File: src/rtl/alarm_ctrl_pkg.sv
// Shared types for the alarm clock mode controller: FSM state encoding,
// counter field indices and small state-decoding helpers.
package alarm_ctrl_pkg;

    typedef enum logic [2:0] {
        ST_RUN         = 3'd0,
        ST_SET_CLK_HR  = 3'd1,
        ST_SET_CLK_MIN = 3'd2,
        ST_SET_ALM_HR  = 3'd3,
        ST_SET_ALM_MIN = 3'd4,
        ST_RING        = 3'd5,
        ST_SNOOZE      = 3'd6
    } state_t;

    localparam int FLD_CLK_MIN = 0;
    localparam int FLD_CLK_HR  = 1;
    localparam int FLD_ALM_MIN = 2;
    localparam int FLD_ALM_HR  = 3;
    localparam int NUM_FLD     = 4;

    function automatic logic is_set(input state_t s);
        return s inside {ST_SET_CLK_HR, ST_SET_CLK_MIN, ST_SET_ALM_HR, ST_SET_ALM_MIN};
    endfunction

    function automatic logic [1:0] field_of(input state_t s);
        case (s)
            ST_SET_CLK_HR:  return 2'(FLD_CLK_HR);
            ST_SET_CLK_MIN: return 2'(FLD_CLK_MIN);
            ST_SET_ALM_HR:  return 2'(FLD_ALM_HR);
            default:        return 2'(FLD_ALM_MIN);
        endcase
    endfunction

    // The btn_mode walk through the setting states, ending back in RUN.
    function automatic state_t next_set(input state_t s);
        case (s)
            ST_SET_CLK_HR:  return ST_SET_CLK_MIN;
            ST_SET_CLK_MIN: return ST_SET_ALM_HR;
            ST_SET_ALM_HR:  return ST_SET_ALM_MIN;
            default:        return ST_RUN;
        endcase
    endfunction

endpackage

File: src/rtl/ctrl_tick_counter.sv
// Loadable down-counter of tick pulses. done is high in the cycle the tick
// that brings the count from 1 to 0 is presented.
module ctrl_tick_counter #(
    parameter int W = 8
) (
    input  logic         clk,
    input  logic         reset,
    input  logic         load,
    input  logic [W-1:0] load_val,
    input  logic         tick,
    output logic         done
);

    logic [W-1:0] count_reg;

    always_ff @(posedge clk or posedge reset) begin
        if (reset) begin
            count_reg <= '0;
        end else if (load) begin
            count_reg <= load_val;
        end else if (tick && count_reg != '0) begin
            count_reg <= count_reg - W'(1);
        end
    end

    assign done = tick && (count_reg == W'(1));

endmodule

File: src/rtl/alarm_mode_ctrl.sv
// Alarm clock mode controller: RUN / time-setting / RING state machine
// driving the display counters. Optional snooze under ALARM_SNOOZE_EN.
module alarm_mode_ctrl
    import alarm_ctrl_pkg::*;
#(
    parameter int TIMEOUT_S  = 30,
    parameter int RING_S     = 60,
    parameter int SNOOZE_MIN = 5
) (
    input  logic       clk,
    input  logic       reset,
    input  logic       tick_1hz,
    input  logic       tick_1min,
    input  logic       btn_mode,
    input  logic       btn_up,
    input  logic       btn_down,
    input  logic       alarm_on,
    input  logic       alarm_match,
    output logic [3:0] inc,
    output logic [3:0] dec,
    output logic       sec_clr,
    output logic       run_en,
    output logic       blink,
    output logic       buzzer,
    output logic [2:0] state
);

    localparam int MAX_A = (TIMEOUT_S > RING_S) ? TIMEOUT_S : RING_S;
    localparam int MAX_T = (MAX_A > SNOOZE_MIN) ? MAX_A : SNOOZE_MIN;
    localparam int CW    = $clog2(MAX_T + 1);

    state_t         state_reg, state_next;
    logic [3:0]     inc_reg, inc_next, dec_reg, dec_next;
    logic           sec_clr_reg, sec_clr_next;
    logic           blink_reg, blink_next;
    logic           match_reg;
    logic           any_btn, set_st, match_rise;
    logic           load, cnt_tick, done;
    logic [CW-1:0]  load_val;

    assign any_btn    = btn_mode | btn_up | btn_down;
    assign set_st     = is_set(state_reg);
    assign match_rise = alarm_match & ~match_reg;
    assign cnt_tick   = (state_reg == ST_SNOOZE) ? tick_1min : tick_1hz;

    always_comb begin
        state_next = state_reg;
        inc_next   = '0;
        dec_next   = '0;
        case (state_reg)
            ST_RUN: begin
                if (btn_mode)                    state_next = ST_SET_CLK_HR;
                else if (alarm_on && match_rise) state_next = ST_RING;
            end
            ST_SET_CLK_HR, ST_SET_CLK_MIN, ST_SET_ALM_HR, ST_SET_ALM_MIN: begin
                if (btn_mode)                state_next = next_set(state_reg);
                else if (!any_btn && done)   state_next = ST_RUN;
                // Conflicting up+down, or either alongside mode, is dropped.
                if (!btn_mode && (btn_up ^ btn_down)) begin
                    inc_next[field_of(state_reg)] = btn_up;
                    dec_next[field_of(state_reg)] = btn_down;
                end
            end
            ST_RING: begin
                if (!alarm_on || btn_mode) state_next = ST_RUN;
`ifdef ALARM_SNOOZE_EN
                else if (btn_up)           state_next = ST_SNOOZE;
`endif
                else if (done)             state_next = ST_RUN;
            end
            ST_SNOOZE: begin
`ifdef ALARM_SNOOZE_EN
                if (!alarm_on || btn_mode) state_next = ST_RUN;
                else if (done)             state_next = ST_RING;
`else
                state_next = ST_RUN;
`endif
            end
            default: state_next = ST_RUN;
        endcase
    end

    always_comb begin
        sec_clr_next = (state_reg == ST_SET_CLK_MIN) && (state_next != ST_SET_CLK_MIN);
        if (state_next != state_reg || !set_st) blink_next = 1'b0;
        else if (tick_1hz)                      blink_next = ~blink_reg;
        else                                    blink_next = blink_reg;
        // One counter serves all timing: reload on every state entry and on
        // any button activity while setting.
        load = (state_next != state_reg) || (set_st && any_btn);
        case (state_next)
            ST_RING:   load_val = CW'(RING_S);
            ST_SNOOZE: load_val = CW'(SNOOZE_MIN);
            default:   load_val = CW'(TIMEOUT_S);
        endcase
    end

    always_ff @(posedge clk or posedge reset) begin
        if (reset) begin
            state_reg   <= ST_RUN;
            inc_reg     <= '0;
            dec_reg     <= '0;
            sec_clr_reg <= 1'b0;
            blink_reg   <= 1'b0;
            match_reg   <= 1'b0;
        end else begin
            state_reg   <= state_next;
            inc_reg     <= inc_next;
            dec_reg     <= dec_next;
            sec_clr_reg <= sec_clr_next;
            blink_reg   <= blink_next;
            match_reg   <= alarm_match;
        end
    end

    ctrl_tick_counter #(.W(CW)) u_tick_counter (
        .clk      (clk),
        .reset    (reset),
        .load     (load),
        .load_val (load_val),
        .tick     (cnt_tick),
        .done     (done)
    );

    assign inc     = inc_reg;
    assign dec     = dec_reg;
    assign sec_clr = sec_clr_reg;
    assign blink   = blink_reg;
    assign run_en  = ~set_st;
    assign buzzer  = (state_reg == ST_RING);
    assign state   = state_reg;

endmodule

File: config.mk
export PLATFORM = sky130hd
export DESIGN_NAME = alarm_mode_ctrl
export DESIGN_NICKNAME = d
export VERILOG_FILES = /design/src/rtl/alarm_ctrl_pkg.sv /design/src/rtl/ctrl_tick_counter.sv /design/src/rtl/alarm_mode_ctrl.sv
export SDC_FILE = /design/constraint.sdc
export NUM_CORES = 1
export LEC_CHECK = 0
export ABC_AREA = 1
export BUFFER_PORTS_ARGS = -buffer_cell sky130_fd_sc_hd__buf_2
export CORE_MARGIN = 3
export CORE_UTILIZATION = 50
export DETAILED_ROUTE_END_ITERATION = 7
export PLACE_DENSITY = 0.73
export SLEW_MARGIN = 20
export SYNTH_ARGS = -nofsm -noshare
export SYNTH_HDL_FRONTEND = slang
export SYNTH_HIERARCHICAL = 1
export SYNTH_SLANG_ARGS = --single-unit
File: constraint.sdc
create_clock -name clk -period 3.1 [get_ports clk]
set_input_delay 0.155 -clock clk [delete_from_list [all_inputs] [get_ports clk]]
set_output_delay 0.155 -clock clk [all_outputs]
set_load 0.02 [all_outputs]
Word-level counts from Yosys, hierarchy flattened
Index checks and enable logic that the tools add are counted.
- bits in registers: 20
- input port bits: 9
- output and inout port bits: 15
- add/sub/neg operators: 1
- $lt $le $gt $ge: 2
- equality and inequality tests: 11
- mux-type cells: 23
- bitwise logic cells: 9
- reductions and logical operators: 21
- operators by type and width (cell ; number):
    3-bit two-way mux ; 6
    3-bit case mux with 3 select lines ; 2
    4-bit two-way mux ; 4
    3-bit == test (second input constant) ; 5
    6-bit two-way mux ; 2
    6-bit case mux with 2 select lines ; 1
    4-bit AND ; 2
    1-bit logical AND ; 8
    3-bit by 2-bit == test with 1-bit output (second input constant) ; 2
    6-bit by 1-bit == test with 1-bit output (second input constant) ; 1
    2-bit case mux with 3 select lines ; 1
    6-bit nonzero test ; 1
    6-bit by 1-bit subtractor with 6-bit output (second input constant) ; 1
    1-bit logical NOT ; 4
    1-bit two-way mux ; 4
    2-bit two-way mux ; 2
    2-bit nonzero test ; 2
    4-bit nonzero test ; 1
    4-bit OR reduction ; 1
    3-bit by 1-bit == test with 1-bit output (second input constant) ; 1
    3-bit logical NOT ; 1
    1-bit logical OR ; 3
    2-bit by 3-bit less-than comparator with 1-bit output (second input constant) ; 1
    3-bit by 2-bit inequality test with 1-bit output (second input constant) ; 1
    7 further kinds ; 10

Depth between registers and ports, before layout
Gate-level depths: netlist (run 1).
- depth in word-level cells: 11
- depth in mapped cells: 20

By module
The synthesis (run 1) kept the hierarchy.
- by module, submodules not included (module ; times used ; cells each ; area each (um^2)):
    alarm_mode_ctrl ; 1 ; 92 ; 798.3
    ctrl_tick_counter ; 1 ; 59 ; 456.7

Least setup slack after synthesis (run 1)
Ideal clock, no wire load.
- path type: register -> register
- start: register state_reg[0], in the netlist state[0]
- end: register u_tick_counter.count_reg[5]
- setup time: 65 ps
- arrival time: 2490 ps
- path slack: 545 ps
- stages on the path, launching flop included: 18
- cells stage by stage: dfrtp_1 > buf_12 > inv_1 > nand3_1 > mux2_2 > nand2_1 > nor2_1 > nor3b_1 > nand2_2 > nand4_1 > nand2_1 > nor2_4 > nand4_1 > buf_6 > inv_2 > nand2_1 > o21bai_1 > nand2_1
- cells in the longest elaborated chain, start to end: 10
- ends and longest elaborated chain (what ; RTL line ; RTL):
    from (decl) ; alarm_mode_ctrl.sv:32 ; state_t state_reg, state_next;
    from (signal assigned) ; alarm_mode_ctrl.sv:107 ; state_reg <= state_next;
    3-bit == test (*) ; alarm_mode_ctrl.sv:44 ; assign cnt_tick = (state_reg == ST_SNOOZE) ? tick_1min : tick_1hz;
    1-bit two-way mux (*) ; alarm_mode_ctrl.sv:44 ;
    via cnt_tick ; alarm_mode_ctrl.sv:38 ; logic load, cnt_tick, done;
    1-bit logical AND (*) ; ctrl_tick_counter.sv:26 ; assign done = tick && (count_reg == W'(1));
    via done ; alarm_mode_ctrl.sv:38 ;
    1-bit logical AND ; alarm_mode_ctrl.sv:57 ; else if (!any_btn && done) state_next = ST_RUN;
    3-bit two-way mux ; alarm_mode_ctrl.sv:57 ;
    3-bit two-way mux ; alarm_mode_ctrl.sv:56 ; if (btn_mode) state_next = next_set(state_reg);
    3-bit case mux with 3 select lines (*) ; alarm_mode_ctrl.sv:50 ; case (state_reg)
    3-bit inequality test (*) ; alarm_mode_ctrl.sv:90 ; load = (state_next != state_reg) || (set_st && any_btn);
    1-bit logical OR (*) ; alarm_mode_ctrl.sv:90 ;
    via load ; alarm_mode_ctrl.sv:38 ;
    6-bit two-way mux or 2-bit nonzero test (tied branches) ; n/a ;
    to (signal assigned) ; ctrl_tick_counter.sv:20 ; count_reg <= load_val;
    to (signal assigned) ; ctrl_tick_counter.sv:22 ; count_reg <= count_reg - W'(1);
    to (decl) ; ctrl_tick_counter.sv:14 ; logic [W-1:0] count_reg;
The timed path passes the listed nets; every way through them passes the cells marked *.
A chain may end at the register's enable or synchronous reset.

Worst setup path after layout (run 1)
- start: register state_reg[0], in the netlist state[0]
- end: register u_tick_counter.count_reg[5]
- cells in the longest elaborated chain, start to end: 10
- ends and longest elaborated chain (what ; RTL line):
    3-bit == test (*) ; alarm_mode_ctrl.sv:44
    1-bit two-way mux (*) ; alarm_mode_ctrl.sv:44
    via cnt_tick ; alarm_mode_ctrl.sv:38
    1-bit logical AND (*) ; ctrl_tick_counter.sv:26
    via done ; alarm_mode_ctrl.sv:38
    1-bit logical AND ; alarm_mode_ctrl.sv:57
    3-bit two-way mux ; alarm_mode_ctrl.sv:57
    3-bit two-way mux ; alarm_mode_ctrl.sv:56
    3-bit case mux with 3 select lines (*) ; alarm_mode_ctrl.sv:50
    via state_next[2] ; alarm_mode_ctrl.sv:32
    3-bit inequality test (*) ; alarm_mode_ctrl.sv:90
    1-bit logical OR (*) ; alarm_mode_ctrl.sv:90
    via load ; alarm_mode_ctrl.sv:38
    6-bit two-way mux or 2-bit nonzero test (tied branches) ; n/a
Marks and branches as above.

==> flow_summary_export.csv, run 1 <==
group,metric,value,unit
timing,relSlewSlack,62.6,%
drt,drt.antenna.violating_nets,0,
floorplan,ioPinCount,24,
global_route,grt_use_total,18.1,%
timing,fin_crit_sh,88.7,%
critical_path,crit_path_frequent_cell,"nand2_1",
place,io_buffers,23,
clock_tree,h-tree-depth,1,
power,ir_drop,0.664,mV
layout,drive_gt1_share,31.7,%
critical_path,crit_path_end_kind,"flip-flop",
floorplan,die_h,56.1,um
drt,wl_met1,1.21,mm
drt,drt_wl_total,2.70,mm
floorplan,start_util,54.6,%
yosys,ys_seq_area_share,39.9,%
power,combPwrFrac,64.6,%
drt,vias,1098,
critical_path,path_cells,"inv_1 > nand3_1 > mux2_2 > nand2_1 > nor2_1 > nand3_2 > nand3_2 > nand3_1 > nand2_1 > nand2_1 > nor2_4 > nand4_1 > inv_2 > nand2_1 > o21bai_1 > nand2_1",
layout,final_nets,194,
drt,first_pass_iters,4,
power,p_seq_share,27.3,%
critical_path,arrival,2.99,ns
critical_path,critPathLaunchType,"flip-flop",
timing,max_freq,364,MHz
timing,slew_viol_final,0,
layout,syn_to_final_growth,13.8,%
drt,vias_per_cell,5.28,
power,p_clk_share,8.1,%
hold_path,hold_class,"in2reg",
yosys,asyncSetResetFlopFracSynth,100,%
power,swShare,52.4,%
clock_tree,clk_path_buf_depth,2,
place,gp_congestion,0.881,
critical_path,worstSetupPathType,"reg2reg",
timing,timing_hold_violations_final,0,
clock_tree,clockRootBuffer,"clkbuf_4",
critical_path,critical_path_buf_inv_count,2,
timing,setup_viol_count_final,0,
drt,drc,0,
critical_path,slowest_delay,0.39,ns
floorplan,core,2300,um^2
critical_path,required,3.34,ns
yosys,syn_avg_cell_area,8.31,um^2
critical_path,cp_top_family,"simple AND/OR/NAND/NOR gates",
power,powerDensity,1040,nW/um^2
yosys,synth_ff_type,"dfrtp_1",
yosys,syn_inst,151,
power,p_int,0.709,mW
floorplan,die_x,56.1,um
clock_tree,clk_pin_slew_worst_paths,0.11,ns
global_route,overflow,0,
timing,worst_slew_pin_slew,0.560,ns
timing,min_period,2.75,ns
critical_path,slowest_stage,"dfrtp_1",
clock_tree,insertion_delay,0.29,ns
global_route,grt_pass1_vias,1018,
layout,fin_area,1430,um^2
drt,top_layer_used,"met4",
drt,drt-initial-drc-count,40,
global_route,grt_max_degree,15,
yosys,synth_enable_flop_cells,0,
drt,wl_met2,1.25,mm
layout,largest_reg_flops,6,
clock_tree,cts.sinks,20,
outcome,outcome,"finished, final reports clean",
clock_tree,cts_resized,0,
power,switchingPower,0.780,mW
global_route,grt_pass1_wl,4.61,mm
flow_run,max_cap_viol_count,0,
timing,rsz0062_at_grt,"no",
yosys,netlist_area,1250,um^2
timing,fin_worst_skew,0.00147,ns
critical_path,critPathMaxFanout,9,
place,post-dp-hpwl,2.15,mm
place,postPlaceCellArea,1390,um^2
layout,diodes,0,
yosys,ys_warn_count,6,
clock_tree,cts_tree,"done",
floorplan,dieArea,3150,um^2
layout,seq_area,500,um^2
layout,multi_input_area,659,um^2
yosys,synth_cell_types,27,
clock_tree,cts_inserted_buffers,3,
drt,met3WireLength,210,um
global_route,antenna_found_initial,0,
layout,fillers,208,
power,power.leakage,0.769,nW
timing,fin_setup_tns,0,ns
floorplan,num_rows,17,
yosys,ys_ff_latch,20,
drt,wl_per_cell,13.0,um
==> cell usage in the layout (no fill, tap or decap), types with 2 or more instances in the layout <==
cell type      synthesis  layout
a21oi_1                3       3
buf_2                  0      23
buf_4                  0       2
clkbuf_4               0       3
o21bai_1               2       2
inv_1                 12      12
dlygate4sd3_1          0       2
nor2_2                 2       2
nand2_1               33      33
dfrtp_1               20      20
nand3_1               16      16
inv_2                  4       4
nand4_1                3       3
xor2_1                 3       3
ha_1                   3       3
conb_1                 2       4
nand2_2                6       6
o21ai_0                3       3
nand2_4                3       3
o21ai_2                3       3
nand3_2                5       5
nor2_1                16      16
nor2_4                 3       3
==> routing by layer <==
layer / vias to the layer above / global-route usage (%)
met5: - / 0
met2: 47 / 28.5
met4: 0 / 6.10
met3: 4 / 3.02
li1: 543 / -
met1: 504 / 25.0
==> final timing paths <==
kind / startpoint / end / slack, ns / cells past startpoint
setup / recovery: state[0] / u_tick_counter/count_reg[5] / 0.35 / 16
hold / removal: tick_1hz / blink / 0.15 / 4
setup reg to reg: state[0] / u_tick_counter/count_reg[5] / 0.35 / 16
hold reg to reg: blink / blink / 0.57 / 3
max in group asynchronous: reset / dec[1] / 2.28 / 3
min in group asynchronous: reset / u_tick_counter/count_reg[3] / 0.32 / 3
==> what timing repair did <==
item,CTS,global route
endpoints found under the hold margin,21,0
setup buffers,0,0
hold buffers,2,0
==> synth_stat cells, types with 3 or more instances <==
cell	n	share of area, %
nand2_4	3	2.7
o21ai_0	3	1.2
nand2_1	33	9.9
o21ai_2	3	2.1
xor2_1	3	2.1
ha_1	3	3.0
inv_2	4	1.2
dfrtp_1	20	40
nand3_2	5	4.0
nor2_1	16	4.8
a21oi_1	3	1.2
nand3_1	16	6.4
nand4_1	3	1.5
nand2_2	6	3.0
inv_1	12	3.6
nor2_4	3	2.7
==> tightest hold or removal path: cells and delay by family <==
family	cells	cell delay, ns
AND/OR/NAND/NOR	2	0.11
XOR/XNOR	1	0.06
buffers and inverters	1	0.10
==> per-stage QoR <==
stage / util (%) / setup WS [ns] / instances / hold slack [ns] / power, mW
2_1_floorplan: - / 0.545 / 153 / -0.0540 / 1.22
3_3_place_gp: 60.3 / 0.547 / 203 / 0.0870 / 1.34
3_5_place_dp: 60.3 / 0.413 / 203 / 0.108 / 1.36
4_1_cts: 62.1 / 0.378 / 208 / 0.152 / 1.49
5_1_grt: 62.1 / 0.0483 / 208 / 0.162 / 1.62
6_report: 62.1 / 0.352 / 208 / 0.155 / 1.49
==> power by group through the flow <==
stage	combinational [mW]	sequential [mW]	clock (mW)
6_report	0.962	0.407	0.120
3_5_place_dp	0.951	0.411	0
4_1_cts	0.957	0.405	0.125
2_1_floorplan	0.770	0.450	0
5_1_grt	1.06	0.416	0.139
3_3_place_gp	0.935	0.409	0
==> cells by family after synthesis <==
kind of cell	Yosys count	synth area share, %
and+or+nand+nor	89	37.8
DFF	20	39.9
buffers and inverters	19	8.17
AOI/OAI and AO/OA	13	6.88
xor gates and xnor gates	4	2.79
adders and majority gates	3	2.99
other	2	0.598
muxes	1	0.897
==> final cells by class <==
| class | count | share of cell area [%] |
|---|---|---|
| Multi-Input combinational cell | 114 | 46.2 |
| Sequential cell | 20 | 35.1 |
| Timing Repair Buffer | 27 | 10.5 |
| Inverter | 16 | 4.21 |
| Tap cell | 28 | 2.45 |
| Clock buffer | 3 | 1.58 |
Note: power is estimated with default switching activity, not from simulation.
==> inputs of run 2 (changes only) <==
--- a/config.mk
+++ b/config.mk
@@ -10,7 +10,7 @@
 export CORE_MARGIN = 3
 export CORE_UTILIZATION = 50
 export DETAILED_ROUTE_END_ITERATION = 7
-export PLACE_DENSITY = 0.73
+export PLACE_DENSITY = 0.84
 export SLEW_MARGIN = 20
 export SYNTH_ARGS = -nofsm -noshare
 export SYNTH_HDL_FRONTEND = slang
==> run 2 against run 1 <==
Effect of this change: worst setup slack better by 0.060 ns; sequential share of layout area is 1.1 points lower; routed wire length is 7.4% higher; largest power group unchanged.
==> flow_summary_export.csv, run 2 (same netlist as run 1, synthesis figures left out) <==
group,metric,value,unit
outcome,outcome,"finished, final reports clean",
floorplan,ioPinCount,24,
timing,min_period,2.69,ns
layout,drive_gt1_share,32.8,%
clock_tree,insertion_delay,0.31,ns
floorplan,num_rows,17,
clock_tree,clk_pin_slew_worst_paths,0.12,ns
timing,finalWorstSetupSlack,0.412,ns
floorplan,dieArea,3150,um^2
timing,fin_worst_skew,0.0140,ns
layout,final_nets,196,
drt,wl_per_cell,13.8,um
power,ir_drop,0.625,mV
layout,layout_common_cells,"nand2_1 (33), buf_2 (23), dfrtp_1 (20)",
clock_tree,cts_inserted_buffers,3,
flow_run,max_cap_viol_count,0,
drt,drt-initial-drc-count,64,
place,postPlaceCellArea,1390,um^2
timing,setup_viol_count_final,0,
clock_tree,cts_tree,"done",
critical_path,slowest_delay,0.50,ns
critical_path,critPathLaunchType,"flip-flop",
critical_path,rrSetupSlack,0.41,ns
clock_tree,cts.sinks,20,
place,post-dp-hpwl,2.15,mm
drt,vias,1135,
critical_path,path_cells,"nand3_1 > mux2_2 > nand2_1 > nor2_1 > nor3b_1 > nand2_2 > nand4_1 > nand2_1 > nor2_4 > nand4_1 > buf_4 > o21ai_0 > nand2_1 > o21ai_2",
place,gp_congestion,0.966,
clock_tree,clk_path_buf_depth,2,
critical_path,cp_top_family,"simple AND/OR/NAND/NOR gates",
critical_path,crit_path_frequent_cell,"nand2_1",
clock_tree,cts_resized,0,
critical_path,worstSetupPathType,"reg2reg",
global_route,antenna_found_initial,0,
timing,relSlewSlack,63.1,%
timing,worst_slew_pin_slew,0.554,ns
critical_path,crit_cells,14,
power,power.leakage,0.792,nW
place,dp_slack,0.351,ns
timing,fin_setup_tns,0,ns
critical_path,crit_path_end_kind,"flip-flop",
global_route,grt_pass1_wl,4.82,mm
drt,drc,0,
global_route,overflow,0,
critical_path,arrival,2.93,ns
global_route,grt_use_total,19.3,%
timing,timing.hold.ws,0.142,ns
drt,first_pass_iters,4,
power,powerDensity,1130,nW/um^2
timing,timing_hold_violations_final,0,
timing,slew_viol_final,0,
drt,drt.antenna.violating_nets,0,
hold_path,hold_class,"in2reg",
place,io_buffers,23,
critical_path,cp-endpoint,"u_tick_counter/count_reg[1]",
floorplan,core,2300,um^2
floorplan,die_x,56.1,um
layout,fin_area,1470,um^2
clock_tree,clockRootBuffer,"clkbuf_4",
floorplan,die_h,56.1,um
layout,diodes,0,
timing,fin_crit_sh,86.7,%
drt,drt_wl_total,2.91,mm
critical_path,critical_path_buf_inv_count,1,
critical_path,slowest_stage,"dfrtp_1",
layout,largest_reg_flops,6,
timing,rsz0062_at_grt,"no",
layout,syn_to_final_growth,17.3,%
timing,max_freq,372,MHz
critical_path,r2r-end,"u_tick_counter/count_reg[1]",
drt,vias_per_cell,5.38,
critical_path,critPathMaxFanout,6,
floorplan,start_util,54.6,%
critical_path,setup.worst_path.start,"state[2]",
layout,final_common_cell,"nand2_1",
critical_path,r2r-start,"state[2]",
global_route,grt_pass1_vias,1051,
clock_tree,h-tree-depth,1,
critical_path,reg2reg_depth,14,
global_route,grt_max_degree,15,
critical_path,required,3.34,ns
[run 2: changes by cell type in the layout (fill, tap and decap cells not counted)]
| cell | previous run | this run |
|---|---|---|
| bufinv_16 | 0 | 1 |
| buf_4 | 2 | 4 |
[run 2: cell type report]
class	instances	area, um^2
Sequential cell	20	500
Tap cell	28	35.0
Multi-Input combinational cell	114	659
Inverter	16	60.1
Fill cell	189	825
Clock inverter	1	30.0
Clock buffer	3	22.5
Timing Repair Buffer	29	165
[run 2: repair_timing]
| action | in CTS | in global routing |
|---|---|---|
| setup buffers | 0 | 2 |
| hold buffers | 2 | 0 |
| endpoints found under the hold margin | 21 | 0 |
| endpoints found under the setup margin | 0 | 1 |
[run 2: worst min-delay path by stage]
stage | start | to | depth (start not counted)
after floorplan | reset | u_tick_counter/count_reg[0] | 1
after global placement | reset | u_tick_counter/count_reg[4] | 2
after detailed placement | reset | u_tick_counter/count_reg[4] | 2
after CTS | tick_1hz | blink | 4
after global routing | btn_up | inc[2] | 3
final | tick_1hz | blink | 4
[run 2: where the power goes]
| group | switching [mW] | total, mW | leakage (nW) | internal (mW) |
|---|---|---|---|---|
| sequential | 0.0733 | 0.412 | 0.260 | 0.339 |
| clock | 0.0840 | 0.215 | 0.0279 | 0.131 |
| combinational | 0.675 | 1.03 | 0.504 | 0.360 |
[run 2: metal layers]
metal / GRT usage [%] / part of all wire [%] / vias to the layer above
met5: 0 / 0 / -
met4: 5.08 / 1.6 / 0
met3: 2.78 / 8.0 / 9
met2: 30.7 / 47 / 55
met1: 27.3 / 44 / 525
li1: - / - / 546
[run 2: through the flow]
step | utilization [%] | std cells | power (mW)
2_1_floorplan | - | 153 | 1.22
3_3_place_gp | 60.3 | 203 | 1.34
3_5_place_dp | 60.3 | 203 | 1.37
4_1_cts | 63.5 | 209 | 1.60
5_1_grt | 64.1 | 211 | 1.79
6_report | 64.1 | 211 | 1.66
[run 2: worst reg2reg max path, cell delays in order (launching register included)]
cell and delay [ns]:
dfrtp_1 0.50, nand3_1 0.13, mux2_2 0.37, nand2_1 0.07
nor2_1 0.06, nor3b_1 0.27, nand2_2 0.14, nand4_1 0.12
nand2_1 0.10, nor2_4 0.11, nand4_1 0.20, buf_4 0.23
o21ai_0 0.16, nand2_1 0.10, o21ai_2 0.06
==> inputs of run 3 (changes only) <==
==> constraint.sdc (replaced) <==
create_clock -name clk -period 3.1 [get_ports clk]
set_input_delay 0.62 -clock clk [delete_from_list [all_inputs] [get_ports clk]]
set_output_delay 0.62 -clock clk [all_outputs]
set_load 0.02 [all_outputs]
==> run 3 against run 2 <==
Effect of this change: critical path depth grew 2; final area fell by 1.9%; fmax rose by 4.9%; routed wire length decreased by 7.9%; via count down 1.7%; largest cell class unchanged.
==> flow_summary_export.csv, run 3 (same netlist as run 1, synthesis figures left out) <==
group,metric,value,unit
floorplan,start_util,54.6,%
global_route,met1_usage,27.2,%
layout,multi_input_area,659,um^2
timing,timing_hold_violations_final,0,
floorplan,core,2300,um^2
timing,relSlewSlack,65.4,%
timing,slew_viol_final,0,
flow_run,max_cap_viol_count,0,
timing,finalWorstSetupSlack,0.537,ns
clock_tree,cts_tree,"done",
clock_tree,h-tree-depth,1,
critical_path,worstSetupPathType,"reg2reg",
critical_path,crit_path_end_kind,"flip-flop",
clock_tree,cts_hold_buf,0,
floorplan,die_h,56.1,um
critical_path,slowest_delay,0.41,ns
drt,vias_per_cell,5.37,
layout,fillers,195,
drt,drt.antenna.violating_nets,0,
global_route,grt_max_degree,15,
drt,wl_per_cell,12.9,um
timing,worst_slew_pin_slew,0.518,ns
global_route,overflow,0,
drt,drc,0,
drt,drt_wl_total,2.68,mm
layout,largest_reg_flops,6,
layout,final_nets,193,
drt,vias,1116,
clock_tree,clk_pin_slew_worst_paths,0.13,ns
timing,fin_crit_sh,82.7,%
global_route,antenna_found_initial,0,
place,dp_slack,0.386,ns
clock_tree,cts_resized,0,
clock_tree,clockRootBuffer,"clkbuf_4",
clock_tree,cts.sinks,20,
timing,rsz0062_at_grt,"no",
layout,final_common_cell,"nand2_1",
layout,diodes,0,
critical_path,crit_path_frequent_cell,"nand2_1",
layout,layout_common_cells,"nand2_1 (33), buf_2 (23), dfrtp_1 (20)",
global_route,gr-usage-met3,2.78,%
power,powerDensity,1120,nW/um^2
timing,setup_viol_count_final,0,
power,power.leakage,0.780,nW
outcome,outcome,"finished, final reports clean",
clock_tree,insertion_delay,0.31,ns
layout,seq_area,500,um^2
layout,drive_gt1_share,32.8,%
drt,first_pass_iters,4,
clock_tree,cts_inserted_buffers,3,
critical_path,path_cells,"inv_1 > nand3_1 > mux2_2 > nand2_1 > nor2_1 > nand3_2 > nand2_1 > nand2_1 > nand3_2 > nand3_1 > nand2_1 > nand4_1 > buf_4 > nor2_2 > nand2_1 > nand3_1",
power,ir_drop,0.655,mV
drt,drt-initial-drc-count,49,
global_route,grt_most_used_layer,"met2",
place,io_buffers,23,
critical_path,required,3.35,ns
timing,min_period,2.56,ns
place,post-dp-hpwl,2.03,mm
hold_path,hold_class,"in2async",
floorplan,dieArea,3150,um^2
clock_tree,clk_path_buf_depth,2,
global_route,grt_use_total,18.4,%
global_route,grt_pass1_wl,4.77,mm
global_route,grt_pass1_vias,1012,
timing,fin_worst_skew,0.00669,ns
critical_path,critPathMaxFanout,8,
layout,syn_to_final_growth,15.2,%
floorplan,die_x,56.1,um
floorplan,num_rows,17,
critical_path,rrSetupSlack,0.54,ns
timing,max_freq,390,MHz
critical_path,critPathLaunchType,"flip-flop",
timing,fin_setup_tns,0,ns
critical_path,arrival,2.81,ns
global_route,use_met2,28.4,%
clock_tree,postCtsSetupBuffers,0,
place,gp_congestion,0.928,
critical_path,slowest_stage,"dfrtp_1",
floorplan,ioPinCount,24,
## run 3: cell types whose count changed in the layout (fill, tap and decap cells not counted), sizes merged
cell	before	now
dlygate4sd3	2	0
buf	27	26
## run 3: through the flow
| stage | cell area [um^2] | total power [mW] | hold slack [ns] | utilization (%) | std cells |
|---|---|---|---|---|---|
| after global routing | 1450 | 1.76 | 0.225 | 62.9 | 208 |
| after CTS | 1440 | 1.59 | 0.215 | 62.6 | 207 |
| after global placement | 1390 | 1.33 | 0.545 | 60.3 | 203 |
| after detailed placement | 1390 | 1.36 | 0.551 | 60.3 | 203 |
| final | 1450 | 1.63 | 0.208 | 62.9 | 208 |
| after floorplan | 1260 | 1.22 | 0.411 | - | 153 |
## run 3: area by class of cell
cell class	instances	area share (%)
Multi-Input combinational cell	114	45.6
Sequential cell	20	34.6
Timing Repair Buffer	26	9.52
Inverter	16	4.16
Tap cell	28	2.42
Clock inverter	1	2.08
Clock buffer	3	1.56
## run 3: critical path: cells and delay by family (launching register included)
| family | cells | cell delay (ns) |
|---|---|---|
| mux | 1 | 0.28 |
| flops | 1 | 0.41 |
| buf+inv | 2 | 0.37 |
| simple gates | 13 | 1.43 |
## run 3: layer usage
metal,share of wire [%],vias to the layer above
met3,8.1,6
met2,46,60
met1,45,516
met5,0,-
li1,-,534
met4,1.3,0
## run 3: where the power goes
part | internal (mW) | switching [mW] | leakage [nW] | total, mW
logic | 0.342 | 0.656 | 0.492 | 0.998
registers | 0.339 | 0.0688 | 0.260 | 0.408
clock network | 0.131 | 0.0891 | 0.0279 | 0.220
## run 3: path summary, 6_finish.rpt
check                            start                           to  cells after the start
max                           state[0]  u_tick_counter/count_reg[3]                     16
min                              reset  u_tick_counter/count_reg[5]                      2
max reg2reg                   state[0]  u_tick_counter/count_reg[3]                     16
min reg2reg                      blink                        blink                      3
max in group asynchronous        reset                        blink                      2
min in group clk           alarm_match                    match_reg                      1
